`src/rtl/geriyaz_hakem.sv`:
```
// geriyaz_hakem: round-robin writeback arbiter over per-source result FIFOs
module geriyaz_hakem #(
  parameter int KAYNAK_SAYISI = 3,
  parameter int DERINLIK      = 2,
  parameter int VERI_BIT      = 32,
  parameter int YAZMAC_BIT    = 5,
  parameter int ETIKET_BIT    = 6
) (
  input  logic                                clk_i,
  input  logic                                rstn_i,
  input  logic [KAYNAK_SAYISI*VERI_BIT-1:0]   kaynak_veri_i,
  input  logic [KAYNAK_SAYISI*YAZMAC_BIT-1:0] kaynak_adres_i,
  input  logic [KAYNAK_SAYISI*ETIKET_BIT-1:0] kaynak_etiket_i,
  input  logic [KAYNAK_SAYISI-1:0]            kaynak_gecerli_i,
  output logic [KAYNAK_SAYISI-1:0]            kaynak_hazir_o,
  input  logic                                bosalt_i,
  output logic [VERI_BIT-1:0]                 geriyaz_veri_o,
  output logic [YAZMAC_BIT-1:0]               geriyaz_adres_o,
  output logic [ETIKET_BIT-1:0]               geriyaz_etiket_o,
  output logic                                geriyaz_gecerli_o
);
  localparam int K  = KAYNAK_SAYISI;
  localparam int EW = VERI_BIT + YAZMAC_BIT + ETIKET_BIT;
  localparam int AW = $clog2(DERINLIK);
  localparam int CW = $clog2(DERINLIK + 1);
  localparam int PW = (K > 1) ? $clog2(K) : 1;
  logic [EW-1:0] mem [K][DERINLIK];
  logic [AW-1:0] rd_ptr [K];
  logic [AW-1:0] wr_ptr [K];
  logic [CW-1:0] cnt [K];
  logic [CW-1:0] cnt_n [K];
  logic [K-1:0]  push, pop, hazir_n;
  logic [PW-1:0] rr, winner, idx;
  logic [PW:0]   sum;
  logic          found;
  logic [EW-1:0] head;
  // pick the first non-empty FIFO at or after the round-robin pointer
  always_comb begin
    found  = 1'b0;
    winner = '0;
    sum    = '0;
    idx    = '0;
    for (int i = 0; i < K; i++) begin
      sum = {1'b0, rr} + (PW+1)'(i);
      idx = (sum >= (PW+1)'(K)) ? PW'(sum - (PW+1)'(K)) : PW'(sum);
      if (!found && cnt[idx] != '0) begin
        found  = 1'b1;
        winner = idx;
      end
    end
  end
  // per-source push/pop and next occupancy; ready is granted only on next-cycle room
  always_comb begin
    for (int k = 0; k < K; k++) begin
      push[k]    = kaynak_gecerli_i[k] & kaynak_hazir_o[k] & ~bosalt_i;
      pop[k]     = found && winner == PW'(k);
      cnt_n[k]   = cnt[k] + CW'(push[k]) - CW'(pop[k]);
      hazir_n[k] = cnt_n[k] < CW'(DERINLIK);
    end
    head = mem[winner][rd_ptr[winner]];
  end
  // FIFO storage needs no reset; occupancy is tracked by the counters
  always_ff @(posedge clk_i) begin
    for (int k = 0; k < K; k++)
      if (push[k])
        mem[k][wr_ptr[k]] <= {kaynak_veri_i[k*VERI_BIT +: VERI_BIT],
                              kaynak_adres_i[k*YAZMAC_BIT +: YAZMAC_BIT],
                              kaynak_etiket_i[k*ETIKET_BIT +: ETIKET_BIT]};
  end
  // FIFO pointers, counts, ready flags and round-robin pointer; flush clears everything
  always_ff @(posedge clk_i or negedge rstn_i) begin
    if (!rstn_i) begin
      for (int k = 0; k < K; k++) begin
        cnt[k]    <= '0;
        rd_ptr[k] <= '0;
        wr_ptr[k] <= '0;
      end
      kaynak_hazir_o <= '0;
      rr             <= '0;
    end else if (bosalt_i) begin
      for (int k = 0; k < K; k++) begin
        cnt[k]    <= '0;
        rd_ptr[k] <= '0;
        wr_ptr[k] <= '0;
      end
      kaynak_hazir_o <= '1;
      rr             <= '0;
    end else begin
      for (int k = 0; k < K; k++) begin
        cnt[k]    <= cnt_n[k];
        rd_ptr[k] <= pop[k] ? rd_ptr[k] + AW'(1) : rd_ptr[k];
        wr_ptr[k] <= push[k] ? wr_ptr[k] + AW'(1) : wr_ptr[k];
      end
      kaynak_hazir_o <= hazir_n;
      if (found)
        rr <= (winner == PW'(K-1)) ? '0 : winner + PW'(1);
    end
  end
  // writeback register: strobe only for popped entries targeting a real register
  always_ff @(posedge clk_i or negedge rstn_i) begin
    if (!rstn_i) begin
      geriyaz_veri_o    <= '0;
      geriyaz_adres_o   <= '0;
      geriyaz_etiket_o  <= '0;
      geriyaz_gecerli_o <= 1'b0;
    end else if (bosalt_i || !found) begin
      geriyaz_gecerli_o <= 1'b0;
    end else begin
      geriyaz_veri_o    <= head[EW-1 -: VERI_BIT];
      geriyaz_adres_o   <= head[ETIKET_BIT +: YAZMAC_BIT];
      geriyaz_etiket_o  <= head[ETIKET_BIT-1:0];
      geriyaz_gecerli_o <= head[ETIKET_BIT +: YAZMAC_BIT] != '0;
    end
  end
endmodule

```
`config.mk`:
```
export PLATFORM = sky130hd
export DESIGN_NAME = geriyaz_hakem
export DESIGN_NICKNAME = d
export VERILOG_FILES = /design/src/rtl/geriyaz_hakem.sv
export SDC_FILE = /design/constraint.sdc
export NUM_CORES = 1
export LEC_CHECK = 0
export BUFFER_PORTS_ARGS = -buffer_cell sky130_fd_sc_hd__buf_4
export CAP_MARGIN = 10
export CORE_MARGIN = 10
export CORE_UTILIZATION = 53
export CTS_BUF_LIST = sky130_fd_sc_hd__clkbuf_4
export DETAILED_ROUTE_END_ITERATION = 6
export PLACE_DENSITY = 0.88
export SLEW_MARGIN = 20
export SYNTH_ARGS = -nofsm -noshare
export SYNTH_HDL_FRONTEND = slang
export SYNTH_SLANG_ARGS = --single-unit
```
`constraint.sdc`:
```
create_clock -name clk_i -period 2.9 [get_ports clk_i]
set_input_delay 0.725 -clock clk_i [delete_from_list [all_inputs] [get_ports clk_i]]
set_output_delay 0.725 -clock clk_i [all_outputs]
set_load 0.005 [all_outputs]
```
==> After elaboration in Yosys (flattened, before gate mapping) <==
Memory sizes are Yosys's and may differ from the RTL's.
Cells that the tools add are included.
{ "op_classes": {"addsub": 18, "n_mul": 0, "n_div": 0, "n_lt_le_gt_ge": 17, "n_eq_ne": 2, "shifts": 0, "mux": 50, "bitwise_logic": 15, "reduce_logical": 24} }
{ "op_table": {"columns": ["cell", "count"], "rows": [
  ["2-to-1 mux 43 bit", 6],
  ["2-to-1 mux 86 bit", 3],
  ["demux 43 bit (select 1 bit)", 3],
  ["2-to-1 mux 2 bit", 15],
  ["nonzero test 2 bit", 10],
  ["2-to-1 mux 1 bit", 15],
  ["binary-select mux 2 bit (select 2 bit)", 3],
  [">= comparator 3 bit, second input constant", 4],
  ["inverter 2 -> 3 bit", 4],
  [">= comparator 2 bit, second input constant", 5],
  ["2-to-1 mux 3 bit", 3],
  ["logical AND 1 bit", 8],
  ["inverter 1 -> 2 bit", 4],
  ["adder 1 bit, second input constant", 6],
  ["adder 2 x 1 -> 2 bit", 3],
  ["AND 1 bit", 6],
  [">= comparator 3 x 2 -> 1 bit, second input constant", 2],
  ["< comparator 2 x 1 -> 1 bit, second input constant", 3],
  ["< comparator 2 bit, second input constant", 3],
  ["2-to-1 mux 6 bit", 1],
  ["subtractor 2 x 1 -> 2 bit", 3],
  ["subtractor 2 bit, second input constant", 3],
  ["nonzero test 5 bit", 1],
  ["adder 2 x 1 -> 3 bit, second input constant", 1],
  ["9 further kinds", 11]
]} }
{ "word_totals": {"ff_bits": 61, "latch_bits": 0, "ram_bits": 258, "romBits": 0, "wordCells": 142, "n_memories": 1} }
{ "memory_table": {"columns": ["memory", "words", "word_bits", "read_ports", "rd_clocked_by_memory_dff", "write_ports", "line", "rtl"], "rows": [
  ["mem", 3, 86, 1, 0, 3, "27", "logic [EW-1:0] mem [K][DERINLIK];"]
]} }

==> Longest topological paths before layout <==
Gate-level depths: netlist (run 1).
{ "depth": {"word_depth": 24, "mapped_depth": 17, "mapped_depth_nobuf": 14} }

==> Least setup slack after synthesis (run 1) <==
Ideal clock, no wire load.
{ "synth_path": {"path_type": "input port to flip-flop", "start": "input port bosalt_i", "end": "memory mem[2][0] (netlist name) (enable)", "setup_ps": 443, "arrival_time_ps": 3016, "t_required_ps": 2457, "setup_slack_ps": -559, "path_stages": 3, "path_buffers": 1, "path_cell_list": "clkbuf_1 > or2_2 > nor2_1"} }
{ "synth_lines": {"columns": ["element", "line", "rtl"], "rows": [
  ["from (decl)", "16", "input logic bosalt_i,"],
  ["to (decl)", "27", null]
]} }

==> Final worst setup path (run 1) <==
{ "layout_path": {"start": "register rr[0]", "end": "register geriyaz_gecerli_o"} }
{ "layout_via": {"elab_chain_cells": 24, "elab_cells_between_ends": 49, "cone_classes": "add/sub: 5; order compare: 3; mux: 25; bitwise: 5; reduce/logical: 10; memory: 1"} }
{ "layout_rtl": {"columns": ["element", "line", "rtl"], "rows": [
  ["from (decl)", "33", "logic [PW-1:0] rr, winner, idx;"],
  ["from (signal assigned)", "96", "rr <= (winner == PW'(K-1)) ? '0 : winner + PW'(1);"],
  ["branches (longest 23 deep; another with adder 2 x 1 -> 3 bit)", null, null],
  ["2-to-1 mux 1 bit (*)", "106", "end else if (bosalt_i || !found) begin"],
  ["to (signal assigned)", "105", "geriyaz_gecerli_o <= 1'b0;"],
  ["to (signal assigned)", "107", "geriyaz_gecerli_o <= 1'b0;"],
  ["to (signal assigned)", "112", "geriyaz_gecerli_o <= head[ETIKET_BIT +: YAZMAC_BIT] != '0;"],
  ["to (decl)", "20", "output logic geriyaz_gecerli_o"]
]} }
Mark *: on every way between the ends. The select of a mux whose other input is x is not followed.
A chain may end at the register's enable or synchronous reset.

==> reports/qor.yml, run 1 <==
synthesis:
  ys_warn_count: 0
  avgSynthCellArea_um2: 14.58
  ys_types: 52
  ys_seq_area_share_pct: 73.30
  syn-num-nets: 1013
  synth_edf_count: 258
  yosys.area.top_type: "edfxtp_1"
  synth_seq_cells: 319
  yosysTopAreaCellShare_pct: 61.23
  postSynthCellCount: 868
  ys.flop_type: "edfxtp_1"
  async_flop_share_pct: 19.12
  syn-cell-area_um2: 12650
  synthTopCellsByArea: "edfxtp_1 (61%), dfrtp_1 (12%), mux2i_1 (6.8%)"
cts:
  cts_tree: "built"
  root_buffer: "clkbuf_4"
  htreeDepth: 3
  holdBufCountCts: 0
  clock_sinks: 319
  path_clk_slew_ns: 0.07
  clk_path_buf_depth: 3
  cts_buffers: 81
  clk_latency_ns: 0.69
detailed_routing:
  post_drt_wl_per_cell_um: 22.49
  vias_per_cell: 5.656
  dr_wl_met3_mm: 3.062
  drt_wl_total_mm: 34.77
  met1_length_mm: 13.04
  drc_errors: 1
  wl_met2_mm: 17.94
  maxUsedRoutingLayer: "met4"
  antenna_left: 0
  first_pass_iters: 7
  drt_iter0_markers: 662
  vias: 8744
worst_setup_path:
  cp-end-kind: "flip-flop"
  path_class: "flip-flop to flip-flop"
  crit_required_ns: 3.44
  arrival_ns: 3.57
  cp_max_fo: 7
  start_kind: "flip-flop"
  rrSetupSlack_ns: -0.14
placement:
  placement.io_buffers: 181
  dp_hpwl_mm: 20.44
  pre_cts_ws_ns: -0.1323
  place.gp.congestion: 0.8257
  dpl_cell_area_um2: 14760
die:
  core_area_um2: 23470
  fp.dieW_um: 174.5
  dieArea_um2: 30450
  start_util_pct: 53.90
  ios: 182
  rows: 56
  die_h_um: 174.5
power_and_ir_drop:
  p_per_area_nw_per_um2: 1050
  power_switching_w: 0.006303
  seq_power_share_pct: 34.7
  p_total_w: 0.01747
  p_leak_nw: 6.632
  p_sw_share_pct: 36.07
  p_clk_share_pct: 21.9
  p_comb_share_pct: 43.4
  ir_drop_uv: 533.1
  internal_power_w: 0.01117
sta:
  fin_skew_ns: 0.05321
  hold_viol: 0
  clock.fmax_mhz: 329.2
  report.final.slew_viol_count: 0
  rsz0062_at_grt: "true"
  timing.final.crit_period_ns: 3.038
  period_share_pct: 104.8
  finalWorstSetupSlack_ns: -0.1378
  setup-violations-final: 9
  setup_tns_ns: -0.3231
  tightest_slew_ns: 0.9569
  relSlewSlack_pct: 36.20
run_status:
  failed_checks: "DRC, setup timing"
  status: "finished with violations"
global_routing:
  grt_remaining_overflow: 0
  grt_pass1_wl_mm: 49.42
  grt_util_all_layers_pct: 20.74
  grt_pass1_vias: 9227
  grt_max_degree: 62
  antenna_found_initial: 3
run:
  drv_cap: 0
finish:
  final_nets: 1301
  final_area_um2: 16630
  syn2layout_area_growth_pct: 31.48
  final_layout_size_suffix_gt1_share_pct: 40.52
  final_util_pct: 70.87
hold_path:
  hold_class: "primary input to async pin"
## cell usage after synthesis (all sizes together) (2+ instances only)
| cell | instances |
|---|---|
| nor2 | 102 |
| nor3 | 4 |
| xnor2 | 8 |
| o21a | 2 |
| mux2i | 86 |
| a211oi | 43 |
| xor2 | 4 |
| o21ai | 45 |
| dfrtp | 61 |
| nand2 | 52 |
| buf | 21 |
| a31o | 2 |
| clkbuf | 27 |
| a21oi | 81 |
| a31oi | 2 |
| ha | 10 |
| o211ai | 2 |
| or2 | 6 |
| o21ba | 2 |
| nor3b | 2 |
| mux2 | 11 |
| inv | 15 |
| nor2b | 4 |
| edfxtp | 258 |
## repair_timing
| action | CTS | global route |
|---|---|---|
| pin swaps | 5 | 34 |
| cloned | 0 | 11 |
| endpoints found under the setup margin | 15 | 47 |
| buffers inserted | 8 | 7 |
| resized for setup | 16 | 84 |
## power groups by stage
stage                     Clock (W)  Combinational (W)  Sequential (W)
after detailed placement          0            0.00602         0.00613
final                       0.00382            0.00759         0.00607
after global routing        0.00413            0.00811         0.00613
after floorplan                   0            0.00373         0.00607
after CTS                   0.00388            0.00626         0.00605
after global placement            0            0.00578         0.00610
## placed cells by master (no fill, tap or decap), drive strengths merged, types with 2 or more instances in the layout
| cell | count |
|---|---|
| a211oi | 43 |
| a21oi | 81 |
| a31o | 2 |
| a31oi | 2 |
| buf | 242 |
| bufinv | 2 |
| clkbuf | 121 |
| clkinv | 34 |
| dfrtp | 61 |
| diode | 3 |
| edfxtp | 258 |
| ha | 10 |
| inv | 17 |
| mux2 | 13 |
| mux2i | 86 |
| nand2 | 52 |
| nor2 | 102 |
| nor2b | 4 |
| nor3 | 4 |
| nor3b | 2 |
| o211ai | 2 |
| o21a | 2 |
| o21ai | 45 |
| o21ba | 2 |
| or2 | 6 |
| xnor2 | 8 |
| xor2 | 4 |
## sequential cells by signal, summed over array words and instances, names as in the netlist
signal and flops:
mem 258, geriyaz_veri_o 32, cnt 6, geriyaz_etiket_o 6, geriyaz_adres_o 5, kaynak_hazir_o 3, rd_ptr 3, wr_ptr 3
rr 2, geriyaz_gecerli_o 1
## worst max-delay path, cell delays in order, from the launching register on
cell	delay [ns]
dfrtp_1	0.40
inv_2	0.07
ha_4	0.29
nor3b_2	0.19
o211ai_1	0.15
buf_4	0.17
o21ai_4	0.18
mux2i_4	0.30
mux2_2	0.37
a211oi_2	0.28
a21oi_2	0.08
o41a_1	0.44
## stage by stage
stage | hold slack [ns] | cells
6_report | 0.1882 | 1546
5_1_grt | 0.1547 | 1546
4_1_cts | 0.1587 | 1525
3_5_place_dp | 0.5001 | 1366
3_3_place_gp | 0.4946 | 1366
2_1_floorplan | 0.4294 | 868
## routing by layer
layer	GRT usage [%]	vias to the layer above
li1	-	3869
met1	24.26	4299
met2	35.90	510
met3	5.525	66
met4	7.806	0
met5	0	-
## logic make-up (layout without fill, tap and decap cells)
kind of cell | after synthesis | in the layout | synth area share, %
AOI/OAI and AO/OA | 188 | 188 | 8.980
xor gates and xnor gates | 12 | 12 | 0.8307
adders and majority gates | 11 | 11 | 1.068
buffers and inverters | 63 | 417 | 2.136
DFF | 319 | 319 | 73.30
muxes | 97 | 99 | 7.813
other | 0 | 3 | 0
and+or+nand+nor | 178 | 178 | 5.874
## final timing paths
kind | depth (start not counted) | startpoint | end
min in group clk_i | 1 | kaynak_veri_i[58] | mem[1][80]$_DFFE_PP_
hold reg to reg | 2 | geriyaz_veri_o[17]$_DFFE_PN0P_ | geriyaz_veri_o[17]$_DFFE_PN0P_
setup reg to reg | 11 | rr[0]$_DFFE_PN0P_ | geriyaz_gecerli_o$_DFF_PN0_
max in group asynchronous | 1 | rstn_i | cnt[0]$_DFF_PN0_
hold / removal | 1 | rstn_i | geriyaz_veri_o[3]$_DFFE_PN0P_
setup / recovery | 11 | rr[0]$_DFFE_PN0P_ | geriyaz_gecerli_o$_DFF_PN0_
## cell type report
type / count / area (µm²)
sequential: 319 / 9274
fill: 1458 / 6838
multi-input combinational: 488 / 3641
timing repair buffer: 251 / 2197
clock buffer: 112 / 840.8
tap: 319 / 399.1
clock inverter: 39 / 219.0
inverter: 15 / 56.30
antenna: 3 / 7.507
(Power assumes the default switching activity.)
==> run 2, diff against run 1 <==
--- a/config.mk
+++ b/config.mk
@@ -11,7 +11,8 @@
 export CORE_UTILIZATION = 53
 export CTS_BUF_LIST = sky130_fd_sc_hd__clkbuf_4
 export DETAILED_ROUTE_END_ITERATION = 6
-export PLACE_DENSITY = 0.88
+export GPL_ROUTABILITY_DRIVEN = 0
+export PLACE_DENSITY = 0.78
 export SLEW_MARGIN = 20
 export SYNTH_ARGS = -nofsm -noshare
 export SYNTH_HDL_FRONTEND = slang
==> reports/qor.yml, run 2 (synthesis results as in run 1) <==
die:
  rows: 56
  dieArea_um2: 30450
  start_util_pct: 53.90
  fp.dieW_um: 174.5
  ios: 182
  core_area_um2: 23470
  die_h_um: 174.5
power_and_ir_drop:
  power_switching_w: 0.006033
  p_leak_nw: 6.576
  p_clk_share_pct: 22.5
  p_per_area_nw_per_um2: 1032
  seq_power_share_pct: 35.8
  ir_drop_uv: 578.4
  p_comb_share_pct: 41.8
  p_sw_share_pct: 35.60
  internal_power_w: 0.01091
global_routing:
  grt_remaining_overflow: 0
  grt_max_degree: 62
  antenna_found_initial: 3
  grt_pass1_wl_mm: 49.02
  grt_util_all_layers_pct: 20.74
  grt_pass1_vias: 8818
worst_setup_path:
  ff2ff_path_depth: 12
  start_kind: "flip-flop"
  cp_max_fo: 8
  arrival_ns: 3.52
  rr_endpoint: "geriyaz_veri_o[9]$_DFFE_PN0P_"
  cp-end-kind: "flip-flop"
  rrSetupSlack_ns: -0.02
  crit_required_ns: 3.50
  r2r_start: "rr[1]$_DFFE_PN0P_"
  path_class: "flip-flop to flip-flop"
sta:
  fin_skew_ns: 0.04010
  relSlewSlack_pct: 37.35
  timing.final.crit_period_ns: 2.917
  report.final.slew_viol_count: 0
  setup-violations-final: 1
  tightest_slew_ns: 0.9398
  finalWorstSetupSlack_ns: -0.01708
  clock.fmax_mhz: 342.8
  rsz0062_at_grt: "true"
  hold_viol: 0
  setup_tns_ns: -0.01708
  period_share_pct: 100.6
detailed_routing:
  post_drt_wl_per_cell_um: 21.23
  drt_wl_total_mm: 32.55
  drc_errors: 0
  antenna_left: 0
  vias: 8449
  vias_per_cell: 5.511
  drt_iter0_markers: 697
  first_pass_iters: 6
cts:
  cts_buffers: 81
  cts_tree: "built"
  root_buffer: "clkbuf_4"
  holdBufCountCts: 0
  clk_latency_ns: 0.70
  clock_sinks: 319
  htreeDepth: 3
  clk_path_buf_depth: 3
  path_clk_slew_ns: 0.07
finish:
  layout_common_cells: "edfxtp_1 (258), buf_4 (216), clkbuf_4 (121), nor2_1 (94), mux2i_1 (82)"
  nFillCells: 1572
  final_layout_size_suffix_gt1_share_pct: 38.68
  final_nets: 1287
  final_common_cell: "edfxtp_1"
  fin_cells: 1533
  final_util_pct: 69.93
  largest_reg_flops: 258
  syn2layout_area_growth_pct: 29.74
placement:
  place_inst: 1362
  placement.io_buffers: 181
  dp_hpwl_mm: 19.01
run:
  drv_cap: 0
run_status:
  failed_checks: "setup timing"
  status: "finished with violations"
hold_path:
  hold_class: "primary input to async pin"
run 2: changes by cell type in the layout (fill, tap and decap cells not counted), moves of 3 or more:
cell / change
buf_4: -9
inv_2: -3
clkbuf_4: +9
mux2i_2: -11
a211oi_2: -8
buf_12: -3
inv_1: +3
a211oi_1: +6
clkinv_2: -4
mux2i_1: +12
clkbuf_16: -6
buf_16: +3
clkinv_1: -5
run 2: how the worst max path moves through the flow:
| stage | to | start | slack, ns | cells after the start |
|---|---|---|---|---|
| final | geriyaz_veri_o[9]$_DFFE_PN0P_ | rr[1]$_DFFE_PN0P_ | -0.02 | 12 |
| after global routing | geriyaz_gecerli_o$_DFF_PN0_ | rr[1]$_DFFE_PN0P_ | -0.10 | 12 |
| after CTS | geriyaz_gecerli_o$_DFF_PN0_ | rr[1]$_DFFE_PN0P_ | -0.03 | 10 |
| after detailed placement | geriyaz_etiket_o[0]$_DFFE_PN0P_ | rr[1]$_DFFE_PN0P_ | -0.11 | 13 |
| after global placement | geriyaz_gecerli_o$_DFF_PN0_ | rr[1]$_DFFE_PN0P_ | 0.0008 | 12 |
| after floorplan | mem[2][0]$_DFFE_PP_ | bosalt_i | -0.56 | 3 |
run 2: area by class of cell:
class | instances | area, µm² | area share [%]
multi-input cells | 487 | 3585 | 21.84
flip-flops and latches | 319 | 9275 | 56.51
repair buffers | 238 | 2024 | 12.33
diodes | 4 | 10.01 | 0.06098
well taps | 319 | 399.1 | 2.432
clock buffers | 121 | 908.4 | 5.534
inverters | 15 | 56.30 | 0.3430
clock inverters | 30 | 156.4 | 0.9528
run 2: through the flow:
step	setup slack (ns)	hold WS (ns)	power, W	area [µm²]
CTS	-0.02971	0.1567	0.01651	16110
global placement	0.0007594	0.4964	0.01181	14700
floorplan	-0.5591	0.4294	0.009795	12710
detailed placement	-0.1088	0.4991	0.01195	14700
global route	-0.1014	0.1393	0.01793	16410
finish	-0.01708	0.1639	0.01695	16410
run 2: repair_timing:
item	in CTS	in global routing
pin swaps	6	32
buffers inserted	8	2
endpoints found under the setup margin	27	48
cloned	6	3
resized for setup	31	55
run 2: power by group through the flow:
stage                     clock network, W  logic, W  registers (W)
after CTS                          0.00387   0.00660        0.00604
after detailed placement                 0   0.00583        0.00613
final                              0.00381   0.00708        0.00606
after floorplan                          0   0.00373        0.00607
after global placement                   0   0.00569        0.00612
after global routing               0.00415   0.00766        0.00612
run 2: routing by layer:
layer / routed length, µm / global-route usage, % / vias to the layer above
met5: 0 / 0 / -
met4: 784 / 7.559 / 0
met3: 2416 / 5.482 / 64
met2: 16000 / 33.77 / 374
met1: 13350 / 26.26 / 4164
li1: - / - / 3847
run 2: critical path, cell delays in order (launching register included):
cell and delay, ns:
dfrtp_1 0.39, buf_6 0.13, ha_4 0.24, or3_4 0.35, a221oi_4 0.29, o21a_2 0.21
nor3_4 0.06, buf_6 0.13, mux2_4 0.42, clkbuf_16 0.22, a211oi_4 0.20, a21oi_4 0.06
a21oi_2 0.15
==> run 3, diff against run 2 <==
--- a/config.mk
+++ b/config.mk
@@ -7,12 +7,14 @@
 export LEC_CHECK = 0
 export BUFFER_PORTS_ARGS = -buffer_cell sky130_fd_sc_hd__buf_4
 export CAP_MARGIN = 10
+export CELL_PAD_IN_SITES_DETAIL_PLACEMENT = 0
+export CELL_PAD_IN_SITES_GLOBAL_PLACEMENT = 1
 export CORE_MARGIN = 10
-export CORE_UTILIZATION = 53
+export CORE_UTILIZATION = 44
 export CTS_BUF_LIST = sky130_fd_sc_hd__clkbuf_4
 export DETAILED_ROUTE_END_ITERATION = 6
 export GPL_ROUTABILITY_DRIVEN = 0
-export PLACE_DENSITY = 0.78
+export PLACE_DENSITY_LB_ADDON = 0.1
 export SLEW_MARGIN = 20
 export SYNTH_ARGS = -nofsm -noshare
 export SYNTH_HDL_FRONTEND = slang
==> reports/qor.yml, run 3 (synthesis results as in run 1) <==
sta:
  relSlewSlack_pct: 66.53
  clock.fmax_mhz: 341.5
  setup-violations-final: 2
  rsz0062_at_grt: "true"
  tightest_slew_ns: 0.5020
  timing.final.crit_period_ns: 2.928
  hold_viol: 0
  fin_skew_ns: 0.05665
  period_share_pct: 101.0
  report.final.slew_viol_count: 0
  finalWorstSetupSlack_ns: -0.02828
  setup_tns_ns: -0.04012
run_status:
  status: "finished with violations"
  failed_checks: "setup timing"
die:
  dieArea_um2: 35940
  start_util_pct: 44.32
  rows: 62
  ios: 182
  fp.dieW_um: 189.6
  die_h_um: 189.6
  core_area_um2: 28550
worst_setup_path:
  rrSetupSlack_ns: -0.03
  r2r_start: "rr[1]$_DFFE_PN0P_"
  start_kind: "flip-flop"
  rr_endpoint: "geriyaz_gecerli_o$_DFF_PN0_"
  crit_required_ns: 3.46
  arrival_ns: 3.48
  path_class: "flip-flop to flip-flop"
  cp_max_fo: 4
  cp-end-kind: "flip-flop"
  ff2ff_path_depth: 13
finish:
  syn2layout_area_growth_pct: 32.37
  largest_reg_flops: 258
  final_common_cell: "edfxtp_1"
  final_layout_size_suffix_gt1_share_pct: 40.80
  final_util_pct: 58.67
  final_nets: 1300
  layout_common_cells: "edfxtp_1 (258), buf_4 (221), clkbuf_4 (130), nor2_1 (93), mux2i_1 (83)"
cts:
  htreeDepth: 3
  clk_latency_ns: 0.69
  clock_sinks: 319
  path_clk_slew_ns: 0.07
  cts_buffers: 83
  root_buffer: "clkbuf_4"
  cts_tree: "built"
  clk_path_buf_depth: 3
global_routing:
  grt_pass1_vias: 8763
  antenna_found_initial: 2
  grt_pass1_wl_mm: 49.20
  grt_remaining_overflow: 0
  grt_max_degree: 46
  grt_util_all_layers_pct: 17.76
hold_path:
  holdCritStartpoint: "kaynak_veri_i[59]"
  whs_endpoint: "mem[1][81]$_DFFE_PP_"
  hold_class: "primary input to flip-flop"
  hold_depth: 1
power_and_ir_drop:
  p_leak_nw: 6.696
  p_total_w: 0.01728
  p_per_area_nw_per_um2: 1032
  ir_drop_uv: 489.5
placement:
  dp_hpwl_mm: 20.45
  placement.io_buffers: 181
detailed_routing:
  first_pass_iters: 5
  drt_wl_total_mm: 33.82
  vias: 8348
  antenna_left: 0
  vias_per_cell: 5.188
  drt_iter0_markers: 459
  post_drt_wl_per_cell_um: 21.02
  drc_errors: 0
run:
  drv_cap: 0
==> run 3: routing by layer <==
layer / track usage [%] / wire [µm] / vias up
met1: 22.19 / 14720 / 4178
met3: 4.412 / 1822 / 55
met4: 5.556 / 585 / 2
li1: - / - / 3872
met5: 0 / 13 / -
met2: 29.85 / 16670 / 241
==> run 3: area by class of cell <==
class / count / area, µm²
clock buffer: 130 / 975.9
clock inverter: 23 / 106.4
multi-input combinational: 486 / 3641
fill: 2359 / 11800
inverter: 15 / 56.30
antenna: 2 / 5.005
sequential: 319 / 9274
timing repair buffer: 250 / 2208
tap: 384 / 480.5
==> run 3: worst max-delay path by stage <==
stage | startpoint | to | slack [ns] | cells past startpoint
4_1_cts | rr[0]$_DFFE_PN0P_ | geriyaz_gecerli_o$_DFF_PN0_ | -0.04 | 12
2_1_floorplan | bosalt_i | mem[2][0]$_DFFE_PP_ | -0.56 | 3
3_5_place_dp | rr[1]$_DFFE_PN0P_ | geriyaz_veri_o[28]$_DFFE_PN0P_ | -0.06 | 12
6_report | rr[1]$_DFFE_PN0P_ | geriyaz_gecerli_o$_DFF_PN0_ | -0.03 | 13
5_1_grt | rr[0]$_DFFE_PN0P_ | geriyaz_veri_o[19]$_DFFE_PN0P_ | -0.18 | 12
3_3_place_gp | rr[0]$_DFFE_PN0P_ | geriyaz_gecerli_o$_DFF_PN0_ | -0.06 | 11
==> run 3: metrics by stage <==
step / cell area (µm²) / instances / worst slack [ns] / hold slack, ns
6_report: 16750 / 1609 / -0.02828 / 0.2176
5_1_grt: 16750 / 1609 / -0.1793 / 0.1349
4_1_cts: 16100 / 1597 / -0.04188 / 0.1342
3_5_place_dp: 14920 / 1436 / -0.06376 / 0.5190
3_3_place_gp: 14920 / 1436 / -0.05706 / 0.4985
2_1_floorplan: 12710 / 868 / -0.5591 / 0.4294
==> run 3: what timing repair did <==
item / in CTS / in global routing
setup endpoints to repair: 30 / 51
cloned: 0 / 8
pin swaps: 6 / 16
hold buffers: 1 / 0
gates resized for setup: 8 / 91
hold endpoints to repair: 28 / 0
setup buffers: 7 / 2
==> run 3: power breakdown <==
group          internal [W]  switching, W  leakage [nW]  total [W]
clock network       0.00205       0.00180         0.643    0.00385
logic               0.00340       0.00396          2.98    0.00737
registers           0.00568      0.000378          3.07    0.00606
total                0.0111       0.00614          6.70     0.0173
==> run 3: worst max-delay path, stage by stage, from the launching register on <==
cell and delay (ns):
dfrtp_1 0.42, inv_1 0.10, ha_2 0.21, buf_4 0.13, buf_4 0.11, o211ai_1 0.07, buf_4 0.16, o21ai_4 0.15
mux2i_1 0.20, buf_4 0.14, mux2_2 0.35, a211oi_2 0.23, a21oi_1 0.09, o41a_1 0.45
